===== src/rtl/alu_serial_p.sv =====
// alu_serial_p: serially loaded ALU with stored opcode, sliced result readback,
// full status flags and an iterative one-bit-per-cycle shifter.
module alu_serial_p #(
   parameter int WIDTH = 32,
   parameter int IN_W  = 8,
   parameter int OUT_W = 16,
   localparam int BEATS  = WIDTH / IN_W,
   localparam int SLICES = WIDTH / OUT_W,
   localparam int SW     = $clog2(WIDTH),
   localparam int SELW   = (SLICES > 1) ? $clog2(SLICES) : 1,
   localparam int LDW    = (BEATS > 1) ? $clog2(BEATS) : 1
) (
   input  logic             clk,
   input  logic             rst,
   input  logic [IN_W-1:0]  A,
   input  logic [IN_W-1:0]  B,
   input  logic             ld,
   input  logic             opLd,
   input  logic             exe,
   input  logic [SELW-1:0]  sel,
   output logic [OUT_W-1:0] res,
   output logic             carryflag,
   output logic             zero,
   output logic             neg,
   output logic             ovf,
   output logic             err,
   output logic             busy,
   output logic             done,
   output logic [LDW-1:0]   ld_cnt
);

   typedef enum logic [3:0] {
      K_ADD, K_SUB, K_AND, K_OR, K_XOR, K_NOT, K_SLA, K_SRA, K_SRL, K_BAD
   } kind_t;

   typedef enum logic {IDLE, SHIFT} state_t;

   state_t           state;
   logic [WIDTH-1:0] op_a;
   logic [WIDTH-1:0] op_b;
   logic [5:0]       opcode;
   logic [WIDTH-1:0] result;
   logic [WIDTH-1:0] work;
   logic [SW-1:0]    cnt;

   kind_t            kind;
   logic [5:0]       base_op;
   logic [SW-1:0]    amt;
   logic             is_shift;
   logic [WIDTH:0]   sum;
   logic [WIDTH:0]   diff;
   logic [WIDTH-1:0] ev_res;
   logic             ev_c;
   logic             ev_v;
   logic             ev_err;
   logic [WIDTH-1:0] shifted;
   logic             shout;

   // Fold the immediate opcode aliases (9..17) onto their base operations.
   always_comb begin
      base_op = opcode - 6'd9;
      kind    = K_BAD;
      if (opcode <= 6'd8)
         kind = kind_t'(opcode[3:0]);
      else if (opcode <= 6'd17)
         kind = kind_t'(base_op[3:0]);
   end

   // Single-cycle result and flags for non-shift ops; a shift by zero passes A through.
   always_comb begin
      amt      = op_b[SW-1:0];
      is_shift = (kind == K_SLA) || (kind == K_SRA) || (kind == K_SRL);
      sum      = {1'b0, op_a} + {1'b0, op_b};
      diff     = {1'b0, op_a} - {1'b0, op_b};
      ev_res   = '0;
      ev_c     = 1'b0;
      ev_v     = 1'b0;
      ev_err   = 1'b0;
      case (kind)
         K_ADD: begin
            ev_res = sum[WIDTH-1:0];
            ev_c   = sum[WIDTH];
            ev_v   = (op_a[WIDTH-1] == op_b[WIDTH-1]) && (sum[WIDTH-1] != op_a[WIDTH-1]);
         end
         K_SUB: begin
            ev_res = diff[WIDTH-1:0];
            ev_c   = diff[WIDTH];
            ev_v   = (op_a[WIDTH-1] != op_b[WIDTH-1]) && (diff[WIDTH-1] != op_a[WIDTH-1]);
         end
         K_AND:                ev_res = op_a & op_b;
         K_OR:                 ev_res = op_a | op_b;
         K_XOR:                ev_res = op_a ^ op_b;
         K_NOT:                ev_res = ~op_a;
         K_SLA, K_SRA, K_SRL:  ev_res = op_a;
         default:              ev_err = 1'b1;
      endcase
   end

   // One-bit shift step of the working register, plus the bit that falls out.
   always_comb begin
      shifted = work;
      shout   = 1'b0;
      case (kind)
         K_SLA: begin
            shifted = {work[WIDTH-2:0], 1'b0};
            shout   = work[WIDTH-1];
         end
         K_SRA: begin
            shifted = {work[WIDTH-1], work[WIDTH-1:1]};
            shout   = work[0];
         end
         K_SRL: begin
            shifted = {1'b0, work[WIDTH-1:1]};
            shout   = work[0];
         end
         default: begin
            shifted = work;
            shout   = 1'b0;
         end
      endcase
   end

   // Control FSM: beat loading, opcode latch, execution and iterative shifting.
   always_ff @(posedge clk or posedge rst) begin
      if (rst) begin
         state     <= IDLE;
         op_a      <= '0;
         op_b      <= '0;
         opcode    <= '0;
         result    <= '0;
         work      <= '0;
         cnt       <= '0;
         carryflag <= 1'b0;
         zero      <= 1'b0;
         neg       <= 1'b0;
         ovf       <= 1'b0;
         err       <= 1'b0;
         busy      <= 1'b0;
         done      <= 1'b0;
         ld_cnt    <= '0;
      end else begin
         done <= 1'b0;
         case (state)
            IDLE: begin
               if (exe) begin
                  ld_cnt <= '0;
                  if (is_shift && (amt != '0)) begin
                     cnt   <= amt;
                     work  <= op_a;
                     busy  <= 1'b1;
                     state <= SHIFT;
                  end else begin
                     result    <= ev_res;
                     carryflag <= ev_c;
                     ovf       <= ev_v;
                     err       <= ev_err;
                     zero      <= !ev_err && (ev_res == '0);
                     neg       <= !ev_err && ev_res[WIDTH-1];
                     done      <= 1'b1;
                  end
               end else if (ld) begin
                  ld_cnt <= (ld_cnt == LDW'(BEATS - 1)) ? '0 : ld_cnt + 1'b1;
               end
               if (ld) begin
                  op_a[ld_cnt*IN_W +: IN_W] <= A;
                  op_b[ld_cnt*IN_W +: IN_W] <= B;
               end
               if (opLd)
                  opcode <= B[5:0];
            end
            SHIFT: begin
               work <= shifted;
               cnt  <= cnt - 1'b1;
               if (cnt == SW'(1)) begin
                  result    <= shifted;
                  carryflag <= shout;
                  zero      <= (shifted == '0);
                  neg       <= shifted[WIDTH-1];
                  ovf       <= 1'b0;
                  err       <= 1'b0;
                  done      <= 1'b1;
                  busy      <= 1'b0;
                  state     <= IDLE;
               end
            end
            default: state <= IDLE;
         endcase
      end
   end

   assign res = result[sel*OUT_W +: OUT_W];

endmodule


===== config.mk =====
export PLATFORM = sky130hd
export DESIGN_NAME = alu_serial_p
export DESIGN_NICKNAME = d
export VERILOG_FILES = /design/src/rtl/alu_serial_p.sv
export SDC_FILE = /design/constraint.sdc
export NUM_CORES = 1
export LEC_CHECK = 0
export BUFFER_PORTS_ARGS = -buffer_cell sky130_fd_sc_hd__clkbuf_2
export CAP_MARGIN = 30
export CORE_UTILIZATION = 25
export DETAILED_ROUTE_END_ITERATION = 12
export GPL_ROUTABILITY_DRIVEN = 0
export HOLD_SLACK_MARGIN = 0.02
export PLACE_DENSITY = 0.47
export SYNTH_ARGS = -nofsm -noshare
export SYNTH_HDL_FRONTEND = slang
export SYNTH_SLANG_ARGS = --single-unit

===== constraint.sdc =====
create_clock -name clk -period 11.4 [get_ports clk]
set_input_delay 0 -clock clk [delete_from_list [all_inputs] [get_ports clk]]
set_output_delay 0 -clock clk [all_outputs]
set_load 0.05 [all_outputs]

==> run_results.csv, run 1 <==
group,metric,value,unit
clock_network,clock-root-buffer,"clkbuf_16",
finish,fillers,5777,
sta,rsz0062_at_grt,"false",
synth,ys_seq_area_frac,0.2724,
clock_network,numCtsBuffers,17,
detailed_routing,via_per_inst,5.829,
pwr,internal-power,0.002114,W
global_routing,grt_pass1_vias,13220,
floorplan,placeableCoreArea,53920,um2
detailed_routing,m1WireLength,26300,um
critical_path,worstPathArrival,5.42,ns
finish,layout_commonest_cell,"nor2_1",
critical_path,crit_chain,"inv_1 -> ha_1 -> nor2b_2 -> o211ai_1 -> a2bb2oi_2 -> or3_1 -> buf_4 -> nor2_1 -> a2111oi_0 -> nand4_1 -> nor4_1 -> nand4_1 -> nor4_1 -> nand4_1 -> nand2_1",
floorplan,die_area,55700,um2
detailed_routing,dr.pass1.iters,6,
synth,avgSynthCellArea,8.124,um2
finish,layout_common_cells,"156 x nor2_1, 148 x dfrtp_1, 144 x nand2_1, 134 x a21oi_1, 115 x ha_1",
synth,yosysWarningCount,0,
floorplan,die_w,236.0,um
sta,period_minus_slack,5.018,ns
clock_network,clk_latency,0.46,ns
pwr,pwr-share-clk,0.118,
global_routing,antenna_found_initial,2,
critical_path,required,11.80,ns
finish,final-seq-area,3730,um2
clock_network,h-tree-depth,4,
pwr,leakagePower,6.120,nW
finish,multi_input_area,9087,um2
detailed_routing,drc,0,
synth,netlist_area,13690,um2
sta,whs,0.08505,ns
sta,max_slew.worst_pin.slew,1.115,ns
global_routing,overflow,0,
finish,drive_above_1_share,0.1117,
clock_network,cts_tree,"done",
placement,place_hpwl,44270,um
clock_network,hold_buffers,17,
synth,synth_edf_count,0,
critical_path,crit_top_cell,"nand4_1",
detailed_routing,routedWlPerCell,24.18,um
global_routing,grt_max_degree,85,
detailed_routing,via_count,13920,
placement,place_area,14540,um2
floorplan,row_count,85,
sta,fmaxAchievable,199.3,MHz
critical_path,cp-start-kind,"register",
synth,synthArstFlopShare,1.000,
finish,fin_cells,2388,
pwr,peakVddDrop,0.1282,mV
placement,dp_cells,2339,
clock_network,ctsLongestPathBuffers,2,
detailed_routing,dr_wl_met3,5701,um
clock_network,ctsResizeCount,0,
outcome,status,"finished, final reports clean",
job,timing.max_cap.violations,0,
critical_path,critPathMaxFanout,22,
detailed_routing,drtIter0Drc,1562,
global_routing,grt_use_total,0.2066,
detailed_routing,highest-signal-layer,"met5",
pwr,switchingPower,0.002585,W
finish,design_area,15300,um2
pwr,p_sw_frac,0.5501,
clock_network,clk_pin_slew,0.07,ns
critical_path,path_class,"reg2reg",
floorplan,die_y,236.0,um
sta,max_slew_margin,0.2547,
clock_network,cts_setup_buffers,0,
sta,hold_viol,0,
finish,areaGrowthSynthToFinish,11.77,%
synth,synth-main-ff-cell,"dfrtp_1",
sta,maxSlewViolCount,0,
synth,synthCells,1685,
pwr,powerDensity,307.1,nW/um2
critical_path,cp-end-kind,"register",
placement,numPortBuffers,46,
critical_path,crit_slowest_cell,"a2111oi_0",
pwr,seq_power_share,0.204,
detailed_routing,drt-total-wl,57740,um
global_routing,grt_first_pass_wirelength,87080,um
pwr,comb_power_share,0.678,
worst_hold_path,hp-class,"in2reg",
sta,final-setup-viol-count,0,
finish,nNetsFinal,1819,
sta,finalSetupTns,0,ns
synth,synth_cell_type_count,109,
synth,syn-num-nets,1824,
floorplan,ioPinCount,47,
detailed_routing,wl_met2,24020,um
finish,antenna_cells,0,
detailed_routing,drtAntennaViolNets,0,
pwr,fin_total_pwr,0.004698,W
floorplan,start_util,0.2539,
synth,ys_ff_latch,149,
clock_network,cts.sinks,149,
critical_path,slowest_delay,0.75,ns
sta,post-route-period-util,0.4402,
sta,finClkSkew,0.01335,ns
worst max-delay path: cells and delay by family (launching register included):
kind / cells / cell delay (ns)
buffers and inverters: 2 / 0.53
adder cells (fa/ha/maj): 1 / 0.34
AND/OR/NAND/NOR: 9 / 1.76
AO/OA/AOI/OAI: 3 / 1.72
flip-flops: 1 / 0.61
cell families after synthesis:
family,count (synthesis),synth area share
buffers and inverters,225,0.06672
adder cells (fa/ha/maj),117,0.1080
AND/OR/NAND/NOR,525,0.1839
flip-flops,149,0.2724
multiplexers,26,0.02102
AO/OA/AOI/OAI,628,0.3384
XOR/XNOR,15,0.009597
cell usage after synthesis (13+ instances only):
library cell	n	area (um2)
dfrtp_1	149	3729
ha_1	115	1439
mux2_2	21	236.5
a221oi_1	16	140.1
o211ai_1	21	157.7
buf_2	31	155.2
clkbuf_1	68	255.2
nor2_1	157	589.3
nand3_1	34	170.2
o21a_1	21	157.7
o31ai_1	16	120.1
o21ai_0	90	450.4
nor4_1	22	137.6
nand2b_1	23	143.9
a21oi_1	134	670.6
a31oi_1	25	156.4
nand4_1	15	93.84
a211oi_1	20	150.1
a22oi_1	27	202.7
nand2_1	145	544.3
a222oi_1	13	130.1
a22o_1	67	586.8
inv_1	110	412.9
xnor2_1	14	122.6
o22ai_1	14	87.58
nor3_1	41	205.2
or3_1	15	93.84
through the flow:
step                worst slack, ns  utilization
CTS                           6.229       0.2833
finish                        6.382       0.2838
detailed placement            6.252       0.2697
floorplan                     7.392            -
global placement              6.478       0.2693
global route                  6.084       0.2838
worst paths after layout:
check | depth (start not counted) | end | from | slack [ns]
max | 15 | zero | opcode[0] | 6.38
min | 3 | ld_cnt[1] | exe | 0.09
max reg2reg | 15 | zero | opcode[0] | 6.38
min reg2reg | 2 | busy | busy | 0.48
max in group asynchronous | 4 | op_b[19] | rst | 9.76
min in group asynchronous | 3 | err | rst | 0.25
metal layers:
metal,vias up,global-route usage
li1,6307,-
met1,6810,0.2961
met2,700,0.2954
met3,98,0.05407
met4,4,0.07031
met5,-,0
layout make-up:
cell class	count	area share
Inverter	113	0.02805
Clock buffer	23	0.03189
Clock inverter	8	0.004906
Sequential cell	149	0.2438
Tap cell	696	0.05691
Multi-Input combinational cell	1311	0.5939
Timing Repair Buffer	88	0.04056
sequential cells by signal, indices dropped and copies added (netlist names):
signal and count:
op_a 32, op_b 32, result 32, work 32, opcode 6, cnt 5
ld_cnt 2, busy 1, carryflag 1, done 1, err 1, neg 1
ovf 1, state 1, zero 1
power by group through the flow:
stage                     clock network [W]  registers (W)  logic, W
final                              0.000554       0.000958   0.00319
after global routing               0.000584       0.000984   0.00341
after CTS                          0.000566       0.000952   0.00311
after detailed placement                  0       0.000961   0.00309
after global placement                    0       0.000955   0.00308
after floorplan                           0       0.000872   0.00221
Power figures use the tool's default switching activity.
==> run 2: changes to the inputs <==
--- a/config.mk
+++ b/config.mk
@@ -11,7 +11,7 @@
 export DETAILED_ROUTE_END_ITERATION = 12
 export GPL_ROUTABILITY_DRIVEN = 0
 export HOLD_SLACK_MARGIN = 0.02
-export PLACE_DENSITY = 0.47
+export PLACE_DENSITY = 0.48
 export SYNTH_ARGS = -nofsm -noshare
 export SYNTH_HDL_FRONTEND = slang
 export SYNTH_SLANG_ARGS = --single-unit
==> constraint.sdc (replaced) <==
create_clock -name clk -period 4.6 [get_ports clk]
set_input_delay 0 -clock clk [delete_from_list [all_inputs] [get_ports clk]]
set_output_delay 0 -clock clk [all_outputs]
set_load 0.05 [all_outputs]
==> run_results.csv, run 2 (same netlist as run 1, synthesis figures left out) <==
group,metric,value,unit
outcome,status,"finished, violations left",
outcome,violations,"hold timing",
clock_network,clk_latency,0.47,ns
placement,numPortBuffers,46,
detailed_routing,drtAntennaViolNets,0,
pwr,internal-power,0.005705,W
finish,post-route-util,0.2956,
pwr,leakagePower,6.504,nW
placement,place_ws,0.1050,ns
finish,areaGrowthSynthToFinish,16.42,%
sta,finClkSkew,0.01329,ns
floorplan,die_y,236.0,um
floorplan,placeableCoreArea,53920,um2
placement,place_hpwl,46610,um
clock_network,numCtsBuffers,17,
global_routing,grt_first_pass_wirelength,89490,um
sta,max_slew_margin,0.3595,
global_routing,antenna_found_initial,1,
sta,fmaxAchievable,224.3,MHz
global_routing,grt_use_total,0.2136,
clock_network,clock-root-buffer,"clkbuf_16",
worst_hold_path,hp-class,"in2async",
pwr,peakVddDrop,0.3855,mV
sta,rsz0062_at_grt,"false",
clock_network,ctsLongestPathBuffers,2,
clock_network,cts.sinks,149,
detailed_routing,drc,0,
sta,period_minus_slack,4.459,ns
detailed_routing,dr.pass1.iters,8,
detailed_routing,via_count,14280,
sta,max_slew.worst_pin.slew,0.9483,ns
pwr,powerDensity,769.0,nW/um2
pwr,switchingPower,0.006551,W
pwr,p_sw_frac,0.5345,
detailed_routing,routedWlPerCell,24.41,um
sta,maxSlewViolCount,0,
floorplan,ioPinCount,47,
pwr,seq_power_share,0.189,
critical_path,required,5.00,ns
sta,whs,-0.004109,ns
clock_network,clk_pin_slew,0.07,ns
job,timing.max_cap.violations,0,
clock_network,cts_tree,"done",
critical_path,slowest_delay,0.78,ns
pwr,pwr-share-clk,0.125,
sta,setup_ws,0.1411,ns
critical_path,crit_slowest_cell,"a2111oi_1",
floorplan,row_count,85,
critical_path,cp-end-kind,"register",
clock_network,h-tree-depth,4,
critical_path,critPathMaxFanout,13,
global_routing,grt_max_degree,89,
global_routing,grt_pass1_vias,13250,
finish,nNetsFinal,1883,
finish,antenna_cells,0,
critical_path,crit_chain,"inv_1 -> ha_1 -> a21oi_1 -> a2111oi_1 -> buf_4 -> and3_1 -> o21ai_0 -> a2111oi_0 -> mux2i_1 -> a21oi_1 -> buf_4 -> o21ai_1 -> nor4_1 -> nand4_1 -> nand2_1",
sta,post-route-period-util,0.9693,
sta,finalSetupTns,0,ns
finish,drive_above_1_share,0.1451,
critical_path,worstPathArrival,4.86,ns
sta,hold_viol,3,
finish,fillers,5777,
detailed_routing,drtIter0Drc,1695,
floorplan,die_area,55700,um2
floorplan,die_w,236.0,um
floorplan,start_util,0.2539,
finish,layout_commonest_cell,"nor2_1",
detailed_routing,drt-total-wl,59870,um
critical_path,cp-start-kind,"register",
finish,layout_common_cells,"156 x nor2_1, 148 x dfrtp_1, 144 x nand2_1, 134 x a21oi_1, 115 x ha_1",
pwr,comb_power_share,0.686,
global_routing,overflow,0,
sta,final-setup-viol-count,0,
critical_path,path_class,"reg2reg",
detailed_routing,via_per_inst,5.822,
run 2: cell count changes in the layout (fill, tap and decap cells not counted), moves of 2 or more:
cell	change
clkbuf_8	-3
clkinv_2	-2
inv_6	+2
buf_4	+56
buf_12	+6
bufinv_16	+3
run 2: final timing paths:
| kind | startpoint | end | slack [ns] | cells after the start |
|---|---|---|---|---|
| setup / recovery | op_a[10] | zero | 0.14 | 15 |
| hold / removal | rst | done | -0.004 | 3 |
| setup reg to reg | op_a[10] | zero | 0.14 | 15 |
| hold reg to reg | busy | busy | 0.48 | 2 |
| max in group asynchronous | rst | result[9] | 3.87 | 4 |
| min in group clk | opLd | opcode[3] | 0.14 | 4 |
run 2: area by class of cell:
cell class                 instances  area [um2]  area share
multi-input combinational       1311        9105      0.5713
sequential                       149        3730      0.2340
timing repair buffer             152        1179     0.07395
tap                              696       870.8     0.05464
clock buffer                      21       450.4     0.02826
inverter                         113       429.2     0.02693
clock inverter                    11       173.9     0.01091
run 2: critical path, delay by kind of cell (launching register included):
family          cells  cell delay, ns
flops               1            0.45
mux                 1            0.16
buf+inv             3            0.54
simple gates        4            0.63
compound gates      6            2.02
fa+ha+maj           1            0.60
run 2: repair_timing:
item / CTS / global route
endpoints found under the hold margin: 151 / 0
hold buffers: 18 / 0
setup buffers: 0 / 0
setup endpoints to repair: 0 / 4
resized for setup: 0 / 5
run 2: power groups by stage:
stage | combinational, W | clock (W) | sequential (W)
after floorplan | 0.00549 | 0 | 0.00216
after global placement | 0.00810 | 0 | 0.00232
after detailed placement | 0.00811 | 0 | 0.00232
after CTS | 0.00817 | 0.00157 | 0.00230
after global routing | 0.00895 | 0.00162 | 0.00237
final | 0.00841 | 0.00154 | 0.00231
run 2: stage by stage:
step,std cells,instance area [um2],power [W]
CTS,2451,15890,0.01204
finish,2453,15940,0.01226
global route,2453,15940,0.01294
floorplan,1685,13690,0.007648
detailed placement,2401,15080,0.01044
global placement,2401,15080,0.01042
run 2: routing by layer:
layer	global-route usage	part of all wire	wire length, um	vias to the layer above
li1	-	-	-	6439
met1	0.3153	0.46	27510	6986
met2	0.3037	0.41	24750	761
met3	0.04599	0.098	5839	95
met4	0.06873	0.030	1779	0
met5	0	0	0	-
==> run 3: changes to the inputs <==
--- a/config.mk
+++ b/config.mk
@@ -11,7 +11,7 @@
 export DETAILED_ROUTE_END_ITERATION = 12
 export GPL_ROUTABILITY_DRIVEN = 0
 export HOLD_SLACK_MARGIN = 0.02
-export PLACE_DENSITY = 0.48
+export PLACE_DENSITY_LB_ADDON = 0.08
 export SYNTH_ARGS = -nofsm -noshare
 export SYNTH_HDL_FRONTEND = slang
 export SYNTH_SLANG_ARGS = --single-unit
==> run_results.csv, run 3 (same netlist as run 1, synthesis figures left out) <==
group,metric,value,unit
placement,place_area,15210,um2
detailed_routing,drtIter0Drc,1467,
sta,post-route-period-util,0.9703,
sta,max_slew_margin,0.3381,
pwr,pwr-share-clk,0.119,
worst_hold_path,hp-start,"opLd",
detailed_routing,drt-total-wl,66160,um
global_routing,overflow,0,
clock_network,h-tree-depth,4,
critical_path,path_class,"reg2reg",
detailed_routing,dr.pass1.iters,6,
job,timing.max_cap.violations,0,
pwr,switchingPower,0.006741,W
finish,areaGrowthSynthToFinish,16.83,%
critical_path,worstPathArrival,4.89,ns
floorplan,die_w,236.0,um
pwr,p_sw_frac,0.5427,
floorplan,placeableCoreArea,53920,um2
floorplan,die_area,55700,um2
finish,layout_common_cells,"156 x nor2_1, 148 x dfrtp_1, 144 x nand2_1, 134 x a21oi_1, 115 x ha_1",
pwr,peakVddDrop,0.3325,mV
sta,period_minus_slack,4.463,ns
global_routing,grt_first_pass_wirelength,97470,um
placement,place_hpwl,52120,um
global_routing,grt_use_total,0.2383,
detailed_routing,drtAntennaViolNets,0,
finish,nNetsFinal,1895,
clock_network,cts_tree,"done",
sta,max_slew.worst_pin.slew,0.9852,ns
sta,final-setup-viol-count,0,
finish,final-seq-area,3730,um2
finish,layout_commonest_cell,"nor2_1",
sta,hold_viol,0,
finish,antenna_cells,0,
clock_network,clk_pin_slew,0.07,ns
sta,maxSlewViolCount,0,
global_routing,grt_max_degree,91,
pwr,powerDensity,776.7,nW/um2
floorplan,die_y,236.0,um
outcome,status,"finished, final reports clean",
critical_path,reg2reg_from,"op_a[2]",
critical_path,critPathMaxFanout,9,
critical_path,cp-start-kind,"register",
pwr,seq_power_share,0.188,
critical_path,required,5.03,ns
clock_network,clock-root-buffer,"clkbuf_16",
floorplan,row_count,85,
pwr,leakagePower,6.547,nW
detailed_routing,routedWlPerCell,26.84,um
finish,drive_above_1_share,0.1504,
detailed_routing,drc,0,
global_routing,antenna_found_initial,0,
clock_network,clk_latency,0.49,ns
clock_network,ctsLongestPathBuffers,2,
clock_network,cts.sinks,149,
sta,fmaxAchievable,224.1,MHz
global_routing,grt_pass1_vias,13660,
finish,design_area,15990,um2
clock_network,numCtsBuffers,17,
finish,multi_input_area,9099,um2
sta,rsz0062_at_grt,"false",
floorplan,ioPinCount,47,
pwr,internal-power,0.005681,W
sta,finClkSkew,0.01372,ns
floorplan,start_util,0.2539,
sta,finalSetupTns,0,ns
critical_path,startpoint,"op_a[2]",
detailed_routing,via_per_inst,5.733,
critical_path,cp-end-kind,"register",
pwr,comb_power_share,0.693,
placement,numPortBuffers,46,
worst_hold_path,hp-class,"in2reg",
finish,fillers,5806,
detailed_routing,via_count,14130,
run 3: path summary, 6_finish.rpt:
path / endpoint / slack, ns / depth (start not counted)
setup / recovery: result[28] / 0.14 / 14
hold / removal: opcode[3] / 0.12 / 4
setup reg to reg: result[28] / 0.14 / 14
hold reg to reg: result[28] / 0.50 / 1
max in group asynchronous: op_b[30] / 3.52 / 4
min in group asynchronous: busy / 0.13 / 3
run 3: critical path, stage by stage (launching register included):
cell and delay, ns:
dfrtp_1 0.52, inv_1 0.10, ha_1 0.46, nor2b_1 0.21, o31ai_1 0.57, a221oi_2 0.20
nor4_2 0.36, nor3_2 0.15, or2_2 0.36, a21oi_1 0.35, o21ai_0 0.24, o211a_1 0.26
o21a_1 0.24, o211ai_1 0.24, o21a_1 0.15
run 3: per-stage QoR:
| stage | instances | setup WS, ns | hold WS, ns | total power (W) | util |
|---|---|---|---|---|---|
| after floorplan | 1685 | 0.5920 | 0.1168 | 0.007648 | - |
| after global placement | 2415 | -0.01690 | 0.1248 | 0.01083 | 0.2821 |
| after detailed placement | 2415 | 0.01888 | 0.1327 | 0.01077 | 0.2821 |
| after CTS | 2465 | 0.1813 | 0.09524 | 0.01231 | 0.2965 |
| after global routing | 2465 | 0.004191 | 0.1528 | 0.01317 | 0.2966 |
| final | 2465 | 0.1368 | 0.1233 | 0.01242 | 0.2966 |
run 3: final cells by class:
cell class,instances,share of cell area
multi-input combinational,1311,0.5689
sequential,149,0.2332
timing repair buffer,164,0.07964
tap,696,0.05445
clock buffer,20,0.02730
inverter,113,0.02683
clock inverter,12,0.009623
run 3: power by group through the flow:
| stage | combinational (W) | sequential [W] | clock [W] |
|---|---|---|---|
| after floorplan | 0.00549 | 0.00216 | 0 |
| after global placement | 0.00847 | 0.00236 | 0 |
| after detailed placement | 0.00841 | 0.00236 | 0 |
| after CTS | 0.00846 | 0.00234 | 0.00151 |
| after global routing | 0.00921 | 0.00240 | 0.00156 |
| final | 0.00861 | 0.00234 | 0.00148 |
run 3: what timing repair did:
action | CTS | global route
pin swaps | 0 | 0
resized for setup | 1 | 1
endpoints found under the hold margin | 131 | 0
hold buffers | 18 | 0
setup buffers | 0 | 0
setup endpoints to repair | 1 | 2
run 3: routing by layer:
layer,wire [um],GRT usage,vias to the layer above
li1,-,-,6454
met5,0,0,-
met3,3856,0.03347,73
met1,31740,0.3443,7060
met2,29000,0.3658,545
met4,1566,0.06694,0
